===== src/rtl/stall_control_unit_pkg.sv =====
// Shared pipeline encodings for the hazard/stall controller: FSM states,
// next-PC select codes and the canonical NOP.
package stall_control_unit_pkg;

    typedef enum logic [1:0] {
        RUN       = 2'd0,
        IMEM_WAIT = 2'd1,
        DMEM_WAIT = 2'd2
    } fsm_state_t;

    typedef enum logic [1:0] {
        NPC_SEQ    = 2'b00,
        NPC_BRANCH = 2'b01,
        NPC_JAL    = 2'b10,
        NPC_JALR   = 2'b11
    } next_pc_sel_t;

    localparam logic [31:0] NOP = 32'h0000_0013;

endpackage


===== src/rtl/stall_control_unit_if.sv =====
// Cache handshake and pipeline hold/squash controls between the pipeline
// (master) and the stall control unit (slave).
interface stall_control_unit_if;

    logic i_mem_req;
    logic i_mem_ready;
    logic d_mem_req;
    logic d_mem_ready;
    logic stall;
    logic stall_mem_wb;
    logic squash_fetch;

    modport master (
        output i_mem_req, i_mem_ready, d_mem_req, d_mem_ready,
        input  stall, stall_mem_wb, squash_fetch
    );

    modport slave (
        input  i_mem_req, i_mem_ready, d_mem_req, d_mem_ready,
        output stall, stall_mem_wb, squash_fetch
    );

endinterface


===== src/rtl/stall_control_unit_sat_counter.sv =====
// Saturating up-counter with synchronous active-low clear; holds at all-ones.
module sat_counter #(
    parameter int unsigned WIDTH = 32
) (
    input  logic             clock,
    input  logic             reset,
    input  logic             inc,
    output logic [WIDTH-1:0] count
);

    always_ff @(posedge clock) begin
        if (!reset) begin
            count <= '0;
        end else if (inc && (count != '1)) begin
            count <= count + WIDTH'(1);
        end
    end

endmodule


===== src/rtl/stall_control_unit.sv =====
// Central hazard/stall source: load-use and redirect detection, I/D-cache
// miss tracking FSM, fetch squash control and saturating perf counters.
module stall_control_unit
    import stall_control_unit_pkg::*;
#(
    parameter int unsigned REG_ADDR_WIDTH = 5,
    parameter int unsigned COUNTER_WIDTH  = 32
) (
    input  logic                      clock,
    input  logic                      reset,
    input  logic [REG_ADDR_WIDTH-1:0] rs1_decode,
    input  logic [REG_ADDR_WIDTH-1:0] rs2_decode,
    input  logic                      rs1_used_decode,
    input  logic                      rs2_used_decode,
    input  logic [REG_ADDR_WIDTH-1:0] rd_execute,
    input  logic                      memRead_execute,
    input  logic [REG_ADDR_WIDTH-1:0] rd_memory1,
    input  logic                      memRead_memory1,
    input  logic [1:0]                next_PC_select_execute,
    input  logic                      branch_execute,
    stall_control_unit_if.slave       mem,
    output logic [1:0]                fsm_state,
    output logic [COUNTER_WIDTH-1:0]  load_use_count,
    output logic [COUNTER_WIDTH-1:0]  imem_stall_count,
    output logic [COUNTER_WIDTH-1:0]  dmem_stall_count,
    output logic [COUNTER_WIDTH-1:0]  flush_count
);

    fsm_state_t   state, state_n;
    next_pc_sel_t nps_e;
    logic         i_pending, i_pending_n;
    logic         squash_pending, squash_pending_n;
    logic         i_mem_ready, d_mem_ready;
    logic         redirect, lu_e, lu_m1, load_use;
    logic         dmiss, imiss, smw_raw, imem_term, i_outstanding;

    assign i_mem_ready = mem.i_mem_ready;
    assign d_mem_ready = mem.d_mem_ready;
    assign nps_e       = next_pc_sel_t'(next_PC_select_execute);

    assign redirect = (nps_e == NPC_JALR) || (nps_e == NPC_JAL) ||
                      ((nps_e == NPC_BRANCH) && branch_execute);

    assign lu_e  = memRead_execute && (rd_execute != '0) &&
                   ((rs1_used_decode && (rs1_decode == rd_execute)) ||
                    (rs2_used_decode && (rs2_decode == rd_execute)));
    assign lu_m1 = memRead_memory1 && (rd_memory1 != '0) &&
                   ((rs1_used_decode && (rs1_decode == rd_memory1)) ||
                    (rs2_used_decode && (rs2_decode == rd_memory1)));
    assign load_use = (lu_e || lu_m1) && !redirect;

    assign dmiss = mem.d_mem_req && !d_mem_ready;
    assign imiss = mem.i_mem_req && !i_mem_ready;

    // Unqualified by reset; the exported versions below are gated.
    assign smw_raw       = (state == DMEM_WAIT) ? !d_mem_ready : dmiss;
    assign imem_term     = ((state == IMEM_WAIT) && !i_mem_ready) ||
                           ((state == RUN) && imiss);
    assign i_outstanding = (state == IMEM_WAIT) || ((state == RUN) && imiss) ||
                           i_pending;

    assign mem.stall_mem_wb = reset && smw_raw;
    assign mem.stall        = reset && (smw_raw || load_use || imem_term);
    assign mem.squash_fetch = reset && i_mem_ready &&
                              (squash_pending || (redirect && !smw_raw));

    assign fsm_state = state;

    always_ff @(posedge clock) begin
        if (!reset) begin
            state          <= RUN;
            i_pending      <= 1'b0;
            squash_pending <= 1'b0;
        end else begin
            state          <= state_n;
            i_pending      <= i_pending_n;
            squash_pending <= squash_pending_n;
        end
    end

    // i_pending only lives inside DMEM_WAIT; on exit the IMEM_WAIT state carries it.
    always_comb begin
        state_n          = state;
        i_pending_n      = i_pending;
        squash_pending_n = (squash_pending || (redirect && !smw_raw && i_outstanding)) &&
                           !i_mem_ready;
        unique case (state)
            RUN: begin
                if (dmiss) begin
                    state_n     = DMEM_WAIT;
                    i_pending_n = imiss;
                end else if (imiss) begin
                    state_n = IMEM_WAIT;
                end
            end
            IMEM_WAIT: begin
                if (dmiss) begin
                    state_n     = DMEM_WAIT;
                    i_pending_n = !i_mem_ready;
                end else if (i_mem_ready) begin
                    state_n = RUN;
                end
            end
            DMEM_WAIT: begin
                if (i_mem_ready) begin
                    i_pending_n = 1'b0;
                end
                if (d_mem_ready) begin
                    state_n     = (i_pending && !i_mem_ready) ? IMEM_WAIT : RUN;
                    i_pending_n = 1'b0;
                end
            end
            default: begin
                state_n     = RUN;
                i_pending_n = 1'b0;
            end
        endcase
    end

    sat_counter #(.WIDTH(COUNTER_WIDTH)) u_load_use_count (
        .clock (clock),
        .reset (reset),
        .inc   (load_use && !smw_raw),
        .count (load_use_count)
    );

    sat_counter #(.WIDTH(COUNTER_WIDTH)) u_imem_stall_count (
        .clock (clock),
        .reset (reset),
        .inc   (imem_term && !smw_raw),
        .count (imem_stall_count)
    );

    sat_counter #(.WIDTH(COUNTER_WIDTH)) u_dmem_stall_count (
        .clock (clock),
        .reset (reset),
        .inc   (smw_raw),
        .count (dmem_stall_count)
    );

    sat_counter #(.WIDTH(COUNTER_WIDTH)) u_flush_count (
        .clock (clock),
        .reset (reset),
        .inc   (redirect && !smw_raw),
        .count (flush_count)
    );

endmodule


===== src/flat_wrapper.sv =====
// flat-port wrapper written by rule: the top's interface ports become plain ports
module stall_control_unit_flat import stall_control_unit_pkg::*;
#(
    parameter int unsigned REG_ADDR_WIDTH = 5,
    parameter int unsigned COUNTER_WIDTH  = 32
)
  (clock, reset, rs1_decode, rs2_decode, rs1_used_decode, rs2_used_decode, rd_execute, memRead_execute, rd_memory1, memRead_memory1, next_PC_select_execute, branch_execute, fsm_state, load_use_count, imem_stall_count, dmem_stall_count, flush_count, mem_i_mem_req, mem_i_mem_ready, mem_d_mem_req, mem_d_mem_ready, mem_stall, mem_stall_mem_wb, mem_squash_fetch);
  stall_control_unit_if mem_i ();
  input  logic clock;
  input  logic reset;
  input  logic [REG_ADDR_WIDTH-1:0] rs1_decode;
  input  logic [REG_ADDR_WIDTH-1:0] rs2_decode;
  input  logic rs1_used_decode;
  input  logic rs2_used_decode;
  input  logic [REG_ADDR_WIDTH-1:0] rd_execute;
  input  logic memRead_execute;
  input  logic [REG_ADDR_WIDTH-1:0] rd_memory1;
  input  logic memRead_memory1;
  input  logic [1:0] next_PC_select_execute;
  input  logic branch_execute;
  output logic [1:0] fsm_state;
  output logic [COUNTER_WIDTH-1:0] load_use_count;
  output logic [COUNTER_WIDTH-1:0] imem_stall_count;
  output logic [COUNTER_WIDTH-1:0] dmem_stall_count;
  output logic [COUNTER_WIDTH-1:0] flush_count;
  input wire logic [$bits(mem_i.i_mem_req)-1:0] mem_i_mem_req;
  input wire logic [$bits(mem_i.i_mem_ready)-1:0] mem_i_mem_ready;
  input wire logic [$bits(mem_i.d_mem_req)-1:0] mem_d_mem_req;
  input wire logic [$bits(mem_i.d_mem_ready)-1:0] mem_d_mem_ready;
  output wire logic [$bits(mem_i.stall)-1:0] mem_stall;
  output wire logic [$bits(mem_i.stall_mem_wb)-1:0] mem_stall_mem_wb;
  output wire logic [$bits(mem_i.squash_fetch)-1:0] mem_squash_fetch;
  assign mem_i.i_mem_req = mem_i_mem_req;
  assign mem_i.i_mem_ready = mem_i_mem_ready;
  assign mem_i.d_mem_req = mem_d_mem_req;
  assign mem_i.d_mem_ready = mem_d_mem_ready;
  assign mem_stall = mem_i.stall;
  assign mem_stall_mem_wb = mem_i.stall_mem_wb;
  assign mem_squash_fetch = mem_i.squash_fetch;
  stall_control_unit #(.REG_ADDR_WIDTH(REG_ADDR_WIDTH), .COUNTER_WIDTH(COUNTER_WIDTH)) u_core (.clock(clock), .reset(reset), .rs1_decode(rs1_decode), .rs2_decode(rs2_decode), .rs1_used_decode(rs1_used_decode), .rs2_used_decode(rs2_used_decode), .rd_execute(rd_execute), .memRead_execute(memRead_execute), .rd_memory1(rd_memory1), .memRead_memory1(memRead_memory1), .next_PC_select_execute(next_PC_select_execute), .branch_execute(branch_execute), .mem(mem_i), .fsm_state(fsm_state), .load_use_count(load_use_count), .imem_stall_count(imem_stall_count), .dmem_stall_count(dmem_stall_count), .flush_count(flush_count));
endmodule

===== config.mk =====
export PLATFORM = sky130hd
export DESIGN_NAME = stall_control_unit_flat
export DESIGN_NICKNAME = d
export VERILOG_FILES = /design/src/rtl/stall_control_unit_pkg.sv /design/src/rtl/stall_control_unit_if.sv /design/src/rtl/stall_control_unit_sat_counter.sv /design/src/rtl/stall_control_unit.sv /design/src/flat_wrapper.sv
export SDC_FILE = /design/constraint.sdc
export NUM_CORES = 1
export LEC_CHECK = 0
export ABC_AREA = 1
export CAP_MARGIN = 20
export CORE_UTILIZATION = 53
export DETAILED_ROUTE_END_ITERATION = 7
export GPL_TIMING_DRIVEN = 0
export PLACE_DENSITY = 0.81
export SLEW_MARGIN = 20
export SYNTH_ARGS = -nofsm -noshare
export SYNTH_HDL_FRONTEND = slang
export SYNTH_SLANG_ARGS = --single-unit

===== constraint.sdc =====
create_clock -name clock -period 2.2 [get_ports clock]
set_input_delay 0.44 -clock clock [delete_from_list [all_inputs] [get_ports clock]]
set_output_delay 0.44 -clock clock [all_outputs]
set_load 0.05 [all_outputs]

==> metrics.cfg <==
[critical_path]
path_depth=1
worstReg2RegEnd=u_core.u_flush_count.count[26]
arrival_ns=1.75
regToRegStartpoint=u_core.u_flush_count.count[0]
cp_max_fo=5
cpPeakStageDelay_ns=0.86
rrSetupSlack_ns=0.16
path_buf_inv=1
ff2ff_path_depth=11
required_ns=1.76
path_class=reg -> out
crit_path_start_kind=flip-flop
path_cells=clkdlybuf4s50_1
slowest_stage=clkdlybuf4s50_1
cp-end-kind=primary output
path_delay_family=buffers and inverters

[hold_path]
hold_path_end=u_core.fsm_state[1]
hp-class=in -> reg
min_from=mem_d_mem_ready
hold_depth=5

[global_routing]
grt_start_max_net_pins=17
grt_pass1_wl_mm=42.3
grt_remaining_overflow=0
antenna_found_initial=1
grt_usage_pct=32.1
grt_pass1_vias=8755

[die]
die_area_um2=16900
rows=46
core_area_um2=15900
die_y_um=130
initial_utilization_pct=54.4
io_pins=166
die_w_um=130

[job]
maxCapViolCount=0

[sta]
hold_ws_ns=0.479
max_slew_margin_pct=48.5
final_max_slew_viol_count=0
finalCritPeriodShare_pct=99.5
clock.fmax_mhz=457
worst_slew_pin_slew_ns=0.772
fin_skew_ns=0.00760
setup_viol=0
hold_violations=0
period_minus_slack_ns=2.19

[clock_network]
clk_pin_slew_worst_paths_ns=0.06
hold_buffers=0
clockBufferDepth=2
root_buffer=clkbuf_16
cts_buffers=17
clk-insertion-delay-late_ns=0.42
clock-sinks=132
cts_tree=built
htreeDepth=4

[detailed_routing]
via_count=9869
viasPerCell=5.28
drt-initial-drc-count=943
dr.pass1.iters=8
wl_per_cell_um=14.5
ant_nets=0
routed_wl_mm=27.2
drt_drc_violations_left=0

[synth]
synth_seq_area_share_pct=30.5
synth-seq-cells=132
ys_warn_count=0
synth_nets=1487
syn_inst=1450
syn-cell-area_um2=8680
ys_types=36
syn_area_per_cell_um2=5.98

[power_and_ir_drop]
ir_drop_mv=0.529
leakagePower_nw=4.47
powerDensity_nw_per_um2=502

[placed_design]
place_area_um2=10600
numPortBuffers=165
post-dp-hpwl_mm=20.6
place.gp.congestion=0.980

[layout]
area_delta_synth_final_pct=30.2
nets=1683
drive_gt1_share_pct=9.74
fin_area_um2=11300

[run_status]
status=complete, no violations

## routing by layer
layer	part of all wire, %	track usage (%)	up-vias
li1	-	-	4909
met1	43	40.7	4466
met2	47	54.4	418
met3	6.5	4.14	76
met4	3.2	14.6	0
met5	0	0	-
## through the flow
stage                     setup WS [ns]  utilization, %  std cells  TNS [ns]  total power, mW
after global routing            -0.0565            70.9       1870    -0.288             5.86
after floorplan                 0.00678               -       1450         0             2.97
final                            0.0112            70.9       1870         0             5.67
after CTS                      0.000334            70.5       1864         0             5.66
after global placement            -1.39            66.7       1831    -18.47             3.22
after detailed placement          -1.37            66.7       1831    -19.66             3.23
## cells by family (layout without fill, tap and decap cells)
| group | count (synthesis) | after routing | synth area share (%) |
|---|---|---|---|
| AND/OR/NAND/NOR | 917 | 917 | 44.4 |
| buffers and inverters | 207 | 410 | 10.1 |
| flip-flops | 132 | 132 | 30.5 |
| AO/OA/AOI/OAI | 111 | 111 | 6.53 |
| XOR/XNOR | 79 | 79 | 7.97 |
| adder cells (fa/ha/maj) | 4 | 4 | 0.577 |
| other | 0 | 1 | 0 |
## report_power, final
part / total (mW) / internal (mW) / switching, mW
combinational: 0.762 / 0.251 / 0.510
sequential: 2.48 / 2.43 / 0.0495
clock: 2.43 / 1.42 / 1.01
total: 5.67 / 4.10 / 1.57
## flip-flops by register name (all words and copies together) (netlist names)
| name | count |
|---|---|
| u_core.u_dmem_stall_count.count | 32 |
| u_core.u_flush_count.count | 32 |
| u_core.u_imem_stall_count.count | 32 |
| u_core.u_load_use_count.count | 32 |
| u_core.fsm_state | 2 |
| u_core.i_pending | 1 |
| u_core.squash_pending | 1 |
## Yosys cell counts
master,instances,area (um^2)
nand2_2,5,31.3
a31oi_1,2,12.5
buf_1,2,7.51
nor4_1,1,6.26
a21oi_1,78,390
nand4_1,30,188
inv_1,164,616
nand2_1,518,1940
nor3_1,70,350
buf_4,3,22.5
nand3_1,46,230
nor3_2,4,40.0
dfxtp_1,132,2640
nor2_1,204,766
xor2_1,67,587
nor3b_1,6,45.0
o22ai_1,1,6.26
buf_6,6,67.6
xnor2_1,12,105
nor3b_2,1,12.5
nor2_2,22,138
ha_1,4,50.1
inv_2,5,18.8
nand3_2,1,10.0
nand3b_1,3,22.5
buf_12,1,20.0
or2_2,1,6.26
o21bai_1,2,15.0
buf_8,1,15.0
a211oi_1,1,7.51
nand3_4,2,35.0
buf_2,9,45.0
and3_1,1,6.26
o21ai_0,27,135
nor2_4,2,22.5
clkbuf_1,16,60.1
## cell type report
type	instances	area, um^2
Antenna cell	1	2.50
Buffer	37	265
Clock buffer	20	447
Clock inverter	6	37.5
Fill cell	1498	4640
Inverter	169	634
Multi-Input combinational cell	1111	5300
Sequential cell	132	2650
Tap cell	216	270
Timing Repair Buffer	178	1690
## worst max path at each step
stage | slack (ns) | start | endpoint
global route | -0.06 | u_core.u_imem_stall_count.count[4] | u_core.u_imem_stall_count.count[29]
global placement | -1.39 | rd_execute[4] | mem_stall
floorplan | 0.007 | u_core.u_load_use_count.count[1] | u_core.u_load_use_count.count[29]
CTS | 0.0003 | rd_memory1[0] | mem_stall
detailed placement | -1.37 | rd_memory1[4] | mem_stall
finish | 0.01 | u_core.u_load_use_count.count[24] | load_use_count[24]
## layout by cell type (no fill, tap or decap), types with 3 or more instances in the layout
master           count
clkinv_2             3
nand2_4              5
xnor2_1             12
clkbuf_16           17
nor3_2               4
nor2_1             194
clkbuf_1            13
nand3_1             46
dfxtp_2              3
buf_6                8
nor2_2              28
clkinvlp_4           3
clkdlybuf4s50_1    123
o21ai_0             26
dfxtp_1            127
nand2_1            510
clkdlybuf4s15_1      3
a21oi_1             76
clkbuf_2            15
buf_2               11
nand3b_1             3
nor3b_1              6
dlymetal6s2s_1      11
dlygate4sd2_1        9
nand4_1             30
inv_1              155
inv_2               14
nor2_4               6
nor3_1              69
xor2_1              67
nand2_2              8
clkbuf_8             4
buf_4               16
## timing repair
item                                    CTS  global route
resized for setup                        99            58
endpoints found under the setup margin    5           111
setup buffers                             7             6
pin swaps                                22            16
(Power assumes the default switching activity.)
